`src/rtl/weighted_fcfs_arbiter.sv`:
```
// First-come-first-served arbiter with an arrival queue of per-cycle request
// vectors, round-robin tie breaking within an entry, and weight-capped tenure.
module weighted_fcfs_arbiter #(
  parameter int N     = 4,
  parameter int DEPTH = 4,
  parameter int WW    = 4
) (
  input  logic                 clk,
  input  logic                 rst_n,
  input  logic [N-1:0]         req,
  input  logic [N*WW-1:0]      weight,
  output logic [N-1:0]         grant,
  output logic [$clog2(N)-1:0] grant_id,
  output logic                 queue_empty,
  output logic                 queue_full,
  output logic                 overflow
);

  localparam int IW = $clog2(N);
  localparam int PW = $clog2(DEPTH);
  localparam int CW = PW + 1;

  typedef enum logic {IDLE, GRANT} state_t;

  state_t         state;
  logic [N-1:0]   grant_q;
  logic [N-1:0]   req_q;
  logic [IW-1:0]  owner;
  logic [IW-1:0]  ptr;
  logic [WW-1:0]  cnt;
  logic [N-1:0]   q [DEPTH];
  logic [PW-1:0]  rd_ptr;
  logic [PW-1:0]  wr_ptr;
  logic [CW-1:0]  count;
  logic           ovf_q;

  logic           tenure_end;
  logic           free;
  logic           use_queue;
  logic           bypass;
  logic [N-1:0]   requeue;
  logic [N-1:0]   arrival;
  logic [N-1:0]   head;
  logic [N-1:0]   pool;
  logic           pick_found;
  logic [IW-1:0]  pick_idx;
  logic [IW-1:0]  cand;
  logic [N-1:0]   pick_vec;
  logic [WW-1:0]  pick_w;
  logic [WW-1:0]  load;
  logic           pop;
  logic [N-1:0]   push_vec;
  logic           do_push;
  logic           merge;
  logic [PW-1:0]  tail;

  always_comb begin
    tenure_end = (state == GRANT) && (!req[owner] || cnt == WW'(1));
    requeue    = (state == GRANT && cnt == WW'(1) && req[owner]) ? grant_q : '0;
    arrival    = (req & ~req_q) | requeue;
    free       = (state == IDLE) || tenure_end;
    head       = q[rd_ptr] & req;
    use_queue  = free && (count != '0);
    // Bypass only from a settled IDLE; a tenure that ends with an empty
    // queue parks its arrivals (including the requeue) for one bubble.
    bypass     = (state == IDLE) && (count == '0);
    pool       = use_queue ? head : (bypass ? arrival : '0);

    pick_found = 1'b0;
    pick_idx   = '0;
    cand       = '0;
    for (int k = 1; k <= N; k++) begin
      cand = IW'((int'(ptr) + k) % N);
      if (!pick_found && pool[cand]) begin
        pick_found = 1'b1;
        pick_idx   = cand;
      end
    end
    pick_vec = pick_found ? (N'(1) << pick_idx) : '0;
    pick_w   = weight[pick_idx*WW +: WW];
    load     = (pick_w == '0) ? WW'(1) : pick_w;

    pop      = use_queue && ((head & ~pick_vec) == '0);
    push_vec = bypass ? (arrival & ~pick_vec) : arrival;
    do_push  = (push_vec != '0);
    merge    = do_push && ((count - CW'(pop)) == CW'(DEPTH));
    tail     = wr_ptr - PW'(1);
  end

  always_ff @(posedge clk) begin
    if (!rst_n) begin
      state   <= IDLE;
      grant_q <= '0;
      req_q   <= '0;
      owner   <= '0;
      ptr     <= IW'(N - 1);
      cnt     <= '0;
      rd_ptr  <= '0;
      wr_ptr  <= '0;
      count   <= '0;
      ovf_q   <= 1'b0;
      // NOTE: queue contents are not reset; count alone defines which entries
      // are valid, so stale data is never observed.
    end else begin
      req_q <= req;
      ovf_q <= merge;
      for (int k = 0; k < DEPTH; k++) q[k] <= q[k] & req;

      if (free) begin
        if (pick_found) begin
          state   <= GRANT;
          grant_q <= pick_vec;
          owner   <= pick_idx;
          ptr     <= pick_idx;
          cnt     <= load;
          if (use_queue && !pop) q[rd_ptr] <= head & ~pick_vec;
        end else begin
          state   <= IDLE;
          grant_q <= '0;
          cnt     <= '0;
        end
      end else begin
        cnt <= cnt - WW'(1);
      end

      if (pop) rd_ptr <= rd_ptr + PW'(1);

      // NOTE: these writes follow the masking loop on purpose; the last
      // non-blocking assignment to an entry wins within the edge.
      if (do_push) begin
        if (merge) begin
          q[tail] <= (q[tail] & req) | push_vec;
        end else begin
          q[wr_ptr] <= push_vec;
          wr_ptr    <= wr_ptr + PW'(1);
        end
      end

      count <= count - CW'(pop) + CW'(do_push && !merge);
    end
  end

  assign grant       = grant_q & req;
  assign grant_id    = owner;
  assign queue_empty = (count == '0);
  assign queue_full  = (count == CW'(DEPTH));
  assign overflow    = ovf_q;

endmodule

```
`config.mk`:
```
export PLATFORM = sky130hd
export DESIGN_NAME = weighted_fcfs_arbiter
export DESIGN_NICKNAME = d
export VERILOG_FILES = /design/src/rtl/weighted_fcfs_arbiter.sv
export SDC_FILE = /design/constraint.sdc
export NUM_CORES = 1
export LEC_CHECK = 0
export CORE_AREA = 10 10 94 96
export DETAILED_ROUTE_END_ITERATION = 16
export DIE_AREA = 0 0 104 106
export PLACE_DENSITY = 0.75
export SLEW_MARGIN = 10
export SYNTH_ARGS = -nofsm -noshare
export SYNTH_HDL_FRONTEND = slang
export SYNTH_SLANG_ARGS = --single-unit
```
`constraint.sdc`:
```
create_clock -name clk -period 5.2 [get_ports clk]
set_input_delay 1.04 -clock clk [delete_from_list [all_inputs] [get_ports clk]]
set_output_delay 1.04 -clock clk [all_outputs]
set_load 0.03 [all_outputs]
```
==> results.md, run 1 <==
* Setup TNS Final at 0 ns
* Least-Margin Pin Slew at 0.885 ns
* Cells along the critical path: clkdlybuf4s50_1 -> buf_4 -> nand2b_1 -> o22a_1 -> a221oi_1 -> o21ai_0 -> a22oi_1 -> nand3_1 -> nand4_1 -> inv_1 -> ha_1 -> ha_1 -> xor2_1 -> nand3_1 -> nand2_1 -> o22ai_1 -> nand2_1 -> a21oi_2 -> mux2i_1
* Area Growth Syn to Fin at 18.0%
* Vias/cell at 6.35
* Footprint of the multi-input gates at 2270 um^2
* Sequential share of power at 24.7%
* CP top delay family: compound AO/OA/AOI/OAI gates
* Final Hold Fails at 0
* FP Rows at 31
* Share of cells above drive strength 1 at 12.0%
* Fillers at 662
* GR Util All Layers at 19.3%
* Die height at 106 um
* Post-synth ARST share at 0%
* Setup Skew at 0.0113 ns
* Nets at 481
* LEAKAGE at 0.00161 uW
* Port bufs at 30
* Top-area cell type share of the netlist area at 15.7%
* Skew-Pair Late Insertion Delay at 0.31 ns
* Synth Area per Inst at 8.35 um^2
* Drt wl/cell at 20.0 um
* CTS root buf: clkbuf_8
* Vias in the first global route at 3187
* FF-to-FF path depth at 17
* Initial drt markers at 435
* Reg-to-Reg End: q[1][3]$_DFFE_PP_
* Post-Route WL at 11000 um
* Post-route DRC violation count at 0
* Status: complete, no violations
* Global-route wire length before repair at 17400 um
* Number of synthesized flops with an enable pin at 16
* Worst-path cell with the longest stage delay: clkdlybuf4s50_1
* Relative slew margins at 41.0%
* R2R setup slack at 0.82 ns
* Largest net degree at the start of global routing at 20
* Post-synth top area cell: dfxtp_1
* Hold path startpoint: grant_q[2]$_SDFFE_PN0N_
* Yosys warns at 0
* Flops & latches, synth at 43
* Switch Pwr at 1340 uW
* Worst Path Required at 5.24 ns
* Hold Path Cell Cnt at 2
* Sequential cell area at 1020 um^2
* Crit path time final at 4.89 ns
* Core Area at 7060 um^2
* Peak VDD IR at 0.000305 V
* Diode count at 0
* I/O pins at 31
* Sw Share at 49.7%
* Top cells by area, synth: dfxtp_1 16%, edfxtp_1 14%, a21oi_1 4.7%
* F_max at 0.205 GHz
* # hold bufs at CTS at 0
* Worst Path Buf+Inv at 3
* Net Count, Synth at 443
* Critical path capture point type: register
* Pint at 1360 uW
* Final Setup Violations at 0
* Clock power share at 9.2%
* Fin cells at 550
* Pre-antenna DRT Iters at 5
* Count of cell types in the netlist at 62
* Final ANT Viol Nets at 0
* Via count at 3493
* Setup crit start kind: primary input
* DPL Wire Length at 8520 um
* Initial Utilization at 48.8%
* Final slew viol count at 0
* Combinational share of power at 66.1%
* Syn Inst Count at 412
* TritonCTS Sinks at 43
* Final worst-path cycle share at 94.0%
* Synth Flop Type: dfxtp_1
* Antenna violations before repair at 0
* Critical path type: primary input to register
* Crit-path max FO at 12
* CTS max path bufs at 2
* Total setup buffers inserted after CTS at 0
* Die ar. at 11000 um^2
* Final global-route overflow total at 0
* H-tree depth at 2
* CTS tree: built
* Post-synthesis instance area at 3440 um^2
* Maxcap violations at 0
* Crit path DAT at 4.93 ns
* Inserted Clock Buffers at 5
* GP Congestion at 0.997
* Hold Path End: grant_q[2]$_SDFFE_PN0N_
* Die W at 104 um
* Final Util at 57.6%
* Tot Pwr at 2690 uW
* Hold_ws at 0.477 ns
* Cells after DPL at 542
* PD cells at 663 nW/um^2
* Sequential element share of the synthesized area at 29.7%
* Max incr delay on CP at 0.51 ns
* Worst Hold Class: register to register
* Clk slew on worst S/H paths at 0.08 ns
area by class of cell:
cell class | instances | share of cell area, %
well taps | 99 | 3.05
repair buffers | 52 | 11.5
clock buffers | 7 | 2.40
inverters | 21 | 1.94
flip-flops and latches | 43 | 25.1
clock inverters | 1 | 0.185
multi-input cells | 327 | 55.8
worst max-delay path by stage:
stage                       from           endpoint  slack, ns  cells past startpoint
after floorplan           req[3]  q[2][2]$_DFFE_PP_       0.63                     18
final                     req[3]  q[1][3]$_DFFE_PP_       0.31                     19
after CTS                 req[3]  q[1][3]$_DFFE_PP_       0.32                     19
after global placement    req[3]  q[1][2]$_DFFE_PP_       0.08                     19
after global routing      req[3]  q[2][0]$_DFFE_PP_      -0.02                     18
after detailed placement  req[3]  q[1][1]$_DFFE_PP_       0.01                     19
flip-flops by register name, summed over array words and instances, names as in the netlist, named ones only:
name      cells
rd_ptr        2
overflow      1
cnt           4
ptr           2
state         1
grant_q       4
grant_id      2
req_q         4
count         3
wr_ptr        2
q            16
power by group through the flow:
stage               combinational, uW  sequential [uW]  clock (uW)
floorplan                        1270              589           0
global placement                 1720              659           0
detailed placement               1740              665           0
CTS                              1750              658         251
global route                     1940              680         265
finish                           1780              664         248
what timing repair did:
| item | in CTS | in global routing |
|---|---|---|
| endpoints found under the hold margin | 0 | 0 |
| endpoints found under the setup margin | 0 | 2 |
| gates resized for setup | 0 | 1 |
per-stage QoR:
step	setup slack (ns)	cell area (um^2)
6_report	0.314	4060
5_1_grt	-0.0221	4060
4_1_cts	0.323	4060
3_5_place_dp	0.0150	3950
3_3_place_gp	0.0821	3950
2_1_floorplan	0.632	3440
synthesized netlist by cell type, types with 4 or more instances:
cell and number:
a211o_1 8, ha_1 9, and3_1 18, nand3_1 26
o21ai_0 18, nand2b_1 8, nor2b_1 4, a221oi_1 10
or3_1 4, o22a_1 4, dfxtp_1 27, nor2_1 25
mux2i_1 16, clkbuf_1 19, a21o_1 7, o211ai_1 4
a32oi_1 8, a21oi_2 4, a31oi_1 6, and2_1 15
mux4_2 7, inv_1 18, a21oi_1 32, nor3_1 7
edfxtp_1 16, nand2_1 39
tightest hold or removal path: cells and delay by family (launching register included):
kind	cells	cell delay (ns)
flip-flops	1	0.33
AND/OR/NAND/NOR	1	0.06
AO/OA/AOI/OAI	1	0.05
per-layer routing:
| metal | vias up | wire length, um | track usage [%] |
|---|---|---|---|
| met4 | 0 | 313 | 6.36 |
| met5 | - | 0 | 0 |
| met3 | 22 | 966 | 3.14 |
| met2 | 182 | 4900 | 30.2 |
| li1 | 1640 | - | - |
| met1 | 1649 | 4790 | 26.4 |
cells in the final DEF (no fill, tap or decap), types with 18 or more instances in the layout:
cell / instances
a21oi_1: 32
and3_1: 18
buf_4: 22
clkdlybuf4s50_1: 30
dfxtp_1: 27
inv_1: 18
nand2_1: 39
nand3_1: 26
nor2_1: 25
o21ai_0: 18
kinds of logic (layout without fill, tap and decap cells):
group,count (synthesis),after routing,share of synthesized area [%]
AO/OA/AOI/OAI,136,136,29.3
XOR/XNOR,6,6,1.53
adder cells (fa/ha/maj),9,9,3.27
buffers and inverters,42,81,4.62
flip-flops,43,43,29.7
multiplexers,24,24,9.56
AND/OR/NAND/NOR,152,152,22.0
Note: power is estimated with default switching activity, not from simulation.
==> run 2: changes to the inputs <==
- CORE_AREA: 10 10 94 96 -> 4 4 88 90
- DIE_AREA: 0 0 104 106 -> 0 0 92 94
==> run 2 against run 1 <==
  * Flip-flop and latch count unchanged
  * Cell area up 0.22%
  * Via count up 1.8%
  * Largest power group unchanged
  * Maximum frequency down 1.3%
  * Highest routed layer unchanged
  * Global-route usage up 6.8 points
==> results.md, run 2 (synthesis results as in run 1) <==
* Status: complete, no violations
* Share of cells above drive strength 1 at 12.5%
* Die ar. at 8650 um^2
* Clock power share at 10.0%
* Crit path DAT at 4.97 ns
* Setup TNS Final at 0 ns
* Diode count at 0
* CTS tree: built
* Critical path type: primary input to register
* Antenna violations before repair at 0
* Final Hold Fails at 0
* Port bufs at 30
* Nets at 479
* GP Congestion at 0.998
* Worst Hold Class: register to register
* GRT Max-Usage Layer: met2
* Most frequent cells in the layout: 39 x nand2_1, 31 x a21oi_1, 30 x clkdlybuf4s50_1, 27 x dfxtp_1
* GR met1 Demand/Resource at 36.0%
* Hold Path End: grant_q[2]$_SDFFE_PN0N_
* Final worst-path cycle share at 95.2%
* Pint at 1370 uW
* Max incr delay on CP at 0.44 ns
* Worst-path cell with the longest stage delay: clkdlybuf4s50_1
* Reg-to-Reg End: q[2][2]$_DFFE_PP_
* Final ANT Viol Nets at 0
* DPL Wire Length at 8530 um
* Initial drt markers at 372
* Hold Path Cell Cnt at 2
* Via count at 3555
* Sequential share of power at 24.6%
* Total setup buffers inserted after CTS at 0
* Clk slew on worst S/H paths at 0.09 ns
* R2R setup slack at 0.84 ns
* Final global-route overflow total at 0
* Drt wl/cell at 20.2 um
* Pre-antenna DRT Iters at 5
* Largest register FFs at 16
* Post-Route WL at 11100 um
* Sw Share at 49.8%
* Crit path time final at 4.95 ns
* Area Growth Syn to Fin at 18.3%
* Largest reg by FF count: q
* Crit-path max FO at 5
* Final slew viol count at 0
* Inserted Clock Buffers at 5
* Die height at 94 um
* Global-route wire length before repair at 17700 um
* Core Area at 7060 um^2
* FP Rows at 31
* Setup crit start kind: primary input
* Least-Margin Pin Slew at 0.813 ns
* CTS max path bufs at 2
* FF-to-FF path depth at 16
* Cells along the critical path: clkdlybuf4s50_1 -> mux2i_1 -> o22ai_1 -> buf_4 -> a221oi_1 -> o21ai_0 -> a22oi_1 -> nand3_1 -> nand4_1 -> inv_1 -> ha_1 -> ha_1 -> xor2_2 -> and3_1 -> nand2_1 -> mux2_2 -> nor2_1 -> a32oi_1
* F_max at 0.202 GHz
* Die W at 92 um
* CTS root buf: clkbuf_8
* TritonCTS Sinks at 43
* Combinational share of power at 65.3%
* Vias in the first global route at 3365
* Relative slew margins at 45.8%
* RSZ-0062 raised after global routing: no
* Post-route DRC violation count at 0
* Grt met2 use at 40.4%
* I/O pins at 31
* Largest net degree at the start of global routing at 24
* GR Util All Layers at 26.0%
* Skew-Pair Late Insertion Delay at 0.30 ns
* Hold_ws at 0.493 ns
* Commonest non-fill, non-tap cell in the layout: nand2_1
* Setup Skew at 0.0117 ns
* Worst Path Required at 5.22 ns
* Vias/cell at 6.49
* Maxcap violations at 0
* GR Layer Usage met3 at 6.09%
* PD cells at 670 nW/um^2
* Cell mode on critical path: ha_1
* Initial Utilization at 48.8%
* Final Setup Violations at 0
* Critical path capture point type: register
* Switch Pwr at 1360 uW
* Peak VDD IR at 0.000361 V
* Hold path startpoint: grant_q[2]$_SDFFE_PN0N_
* H-tree depth at 2
* LEAKAGE at 0.00161 uW
-- run 2: changes by cell type in the layout (fill, tap and decap cells not counted), sizes merged --
cell / change
buf: -2
bufinv: +1
clkbuf: -2
clkinv: +2
clkinvlp: -1
-- run 2: power groups by stage --
stage                     clock network (uW)  registers [uW]  logic, uW
after CTS                                276             663       1730
after detailed placement                   0             671       1720
after global routing                     288             688       1940
final                                    274             672       1780
after floorplan                            0             589       1270
after global placement                     0             666       1710
-- run 2: worst max-delay path by stage --
stage | from | endpoint | slack [ns] | cells past startpoint
after detailed placement | req[3] | q[1][0]$_DFFE_PP_ | -0.03 | 18
after global routing | req[3] | q[3][0]$_DFFE_PP_ | 0.04 | 19
after CTS | req[3] | q[2][0]$_DFFE_PP_ | 0.23 | 17
after global placement | req[3] | q[2][2]$_DFFE_PP_ | -0.002 | 17
after floorplan | req[3] | q[2][2]$_DFFE_PP_ | 0.63 | 18
final | req[3] | q[2][2]$_DFFE_PP_ | 0.25 | 18
-- run 2: worst max-delay path: cells and delay by family --
kind	cells	cell delay [ns]
compound gates	5	1.09
simple gates	5	0.98
buf+inv	3	0.70
mux	2	0.54
fa+ha+maj	2	0.39
xor+xnor	1	0.22
-- run 2: layout make-up --
class | count | area (um^2)
clock buffers | 5 | 68.8
repair buffers | 50 | 450
well taps | 99 | 124
fillers | 662 | 2990
clock inverters | 3 | 43.8
inverters | 21 | 78.8
multi-input cells | 327 | 2280
flip-flops and latches | 43 | 1020
-- run 2: timing repair --
item,4_1_cts,5_1_grt
hold buffers,0,0
setup endpoints to repair,0,16
gates resized for setup,0,4
-- run 2: metal layers --
layer  up-vias  routed length [um]
met5         -                   0
met4         0                 229
met3        21                1130
met2       194                4970
met1      1702                4740
li1       1638                   -
-- run 2: stage by stage --
step | utilization, % | power [uW] | setup slack, ns | instances | area (um^2)
2_1_floorplan | - | 1860 | 0.632 | 412 | 3440
3_3_place_gp | 55.8 | 2370 | -0.00207 | 540 | 3940
3_5_place_dp | 55.8 | 2390 | -0.0298 | 540 | 3940
4_1_cts | 57.4 | 2670 | 0.229 | 548 | 4050
5_1_grt | 57.7 | 2910 | 0.0442 | 548 | 4070
6_report | 57.7 | 2730 | 0.249 | 548 | 4070
==> run 3: changes to the inputs <==
==> constraint.sdc (replaced) <==
create_clock -name clk -period 5.2 [get_ports clk]
set_input_delay 0.52 -clock clk [delete_from_list [all_inputs] [get_ports clk]]
set_output_delay 0.52 -clock clk [all_outputs]
set_load 0.03 [all_outputs]
==> run 3 against run 2 <==
  * Register-to-register slack worse by 0.27 ns
  * Highest routed layer unchanged
  * Wire length down 2.5%
  * Count of clock-buffer cells in the layout is 1 higher
  * Worst setup slack better by 0.19 ns
  * Clock power up 3%
  * Final cell count shrank 1.6%
  * Clock skew rose by 0.0061 ns
  * Sequential power decreased by 3.1%
==> results.md, run 3 (synthesis results as in run 1) <==
* Area Growth Syn to Fin at 15.8%
* Vias in the first global route at 3323
* Critical path type: primary input to register
* Worst Path Required at 5.23 ns
* Via count at 3539
* I/O pins at 31
* Worst Path Buf+Inv at 2
* Post-Layout Inst Area at 3990 um^2
* Setup crit start kind: primary input
* Final worst slack at 0.441 ns
* Fillers at 681
* Hold Path Cell Cnt at 2
* Final ANT Viol Nets at 0
* Global-route wire length before repair at 17000 um
* Setup TNS Final at 0 ns
* Final Setup Violations at 0
* Cells along the critical path: clkdlybuf4s50_1 -> mux2i_1 -> o22ai_1 -> a21oi_2 -> a21oi_1 -> a31oi_1 -> o311ai_2 -> nand4_1 -> inv_1 -> ha_1 -> ha_1 -> xor2_1 -> nand3_1 -> xnor2_1 -> nor2_1 -> o21ai_1 -> mux2i_1
* Maxcap violations at 0
* Port bufs at 30
* Drt wl/cell at 20.0 um
* Largest reg by FF count: q
* Placed Area at 3870 um^2
* Worst-path cell with the longest stage delay: clkdlybuf4s50_1
* LEAKAGE at 0.00157 uW
* Hold path startpoint: grant_q[2]$_SDFFE_PN0N_
* Die W at 92 um
* Critical path capture point type: register
* Final Hold Fails at 0
* Setup Skew at 0.0178 ns
* Most frequent cells in the layout: 39 x nand2_1, 32 x a21oi_1, 30 x clkdlybuf4s50_1, 27 x dfxtp_1, 26 x nand3_1
* Relative slew margins at 43.6%
* Skew-Pair Late Insertion Delay at 0.31 ns
* Max incr delay on CP at 0.49 ns
* Clk slew on worst S/H paths at 0.08 ns
* GP Congestion at 1.06
* Inserted Clock Buffers at 5
* Total setup buffers inserted after CTS at 0
* Initial drt markers at 468
* Footprint of the multi-input gates at 2260 um^2
* Core Area at 7060 um^2
* Status: complete, no violations
* Largest register FFs at 16
* GR Util All Layers at 25.2%
* Commonest non-fill, non-tap cell in the layout: nand2_1
* R2R setup slack at 0.57 ns
* Die height at 94 um
* Nets at 470
* CP top delay family: compound AO/OA/AOI/OAI gates
* Crit path DAT at 4.79 ns
* Final worst-path cycle share at 91.5%
* H-tree depth at 2
* Post-CTS Resized at 0
* PD cells at 667 nW/um^2
* Initial Utilization at 48.8%
* # hold bufs at CTS at 0
* Share of cells above drive strength 1 at 9.77%
* Pre-antenna DRT Iters at 6
* Reg-to-Reg End: q[2][0]$_DFFE_PP_
* F_max at 0.210 GHz
* Hold_ws at 0.496 ns
* Crit path time final at 4.76 ns
* Final slew viol count at 0
* Die ar. at 8650 um^2
* CTS tree: built
* RSZ-0062 raised after global routing: no
* Final global-route overflow total at 0
* Antenna violations before repair at 0
* TritonCTS Sinks at 43
* Least-Margin Pin Slew at 0.847 ns
* Peak VDD IR at 0.000394 V
* DPL Wire Length at 8180 um
* Hold Path End: grant_q[2]$_SDFFE_PN0N_
* Pre-CTS WS at 0.157 ns
* Sequential cell area at 1020 um^2
* CTS max path bufs at 2
* Worst Hold Class: register to register
* Vias/cell at 6.57
* Largest net degree at the start of global routing at 34
* Post-Route WL at 10800 um
* Post-route DRC violation count at 0
* Diode count at 0
* FP Rows at 31
* CTS root buf: clkbuf_8
* Crit-path max FO at 10
* FF-to-FF path depth at 16
## run 3: how the worst max path moves through the flow
stage                                   from           endpoint  slack (ns)  cells past startpoint
floorplan           grant_id[1]$_SDFFE_PN0P_  q[2][2]$_DFFE_PP_        1.02                     18
global placement                      req[3]  q[1][3]$_DFFE_PP_        0.27                     18
detailed placement                    req[3]  q[1][0]$_DFFE_PP_        0.16                     17
CTS                                   req[3]  q[1][0]$_DFFE_PP_        0.49                     17
global route                          req[3]  q[3][0]$_DFFE_PP_        0.04                     18
finish                                req[3]  q[2][0]$_DFFE_PP_        0.44                     17
## run 3: stage by stage
stage / std cells / utilization (%) / power [uW]
CTS: 539 / 56.5 / 2620
global placement: 531 / 54.8 / 2320
finish: 539 / 56.5 / 2660
global route: 539 / 56.5 / 2830
floorplan: 412 / - / 1860
detailed placement: 531 / 54.8 / 2330
## run 3: worst reg2reg max path, cell delays in order (launching register included)
cell,delay (ns)
dfxtp_1,0.54
mux4_2,0.62
nand2_1,0.17
a221o_1,0.18
and3_1,0.33
o221ai_1,0.21
a21oi_1,0.27
nand4_1,0.24
inv_1,0.12
ha_1,0.15
ha_1,0.16
xor2_1,0.28
nand3_1,0.31
xnor2_1,0.27
nor2_1,0.07
o21ai_1,0.30
mux2i_1,0.15
## run 3: where the power goes
group          switching (uW)  total, uW  leakage, uW  internal (uW)
Combinational            1050       1730      0.00113            676
Sequential                155        651     0.000384            495
Clock                     128        283    0.0000612            156
Total                    1330       2660      0.00157           1330
## run 3: metal layers
layer / up-vias / global-route usage, % / share of wire, %
li1: 1629 / - / -
met1: 1658 / 34.6 / 43
met3: 35 / 5.45 / 9.1
met5: - / 0 / 0
met4: 0 / 10.6 / 3.1
met2: 217 / 38.4 / 44
## run 3: cell type report
cell class,instances,area share (%)
Sequential cell,43,25.6
Clock inverter,2,0.879
Tap cell,99,3.11
Multi-Input combinational cell,327,56.7
Clock buffer,6,2.07
Timing Repair Buffer,41,9.60
Inverter,21,1.98
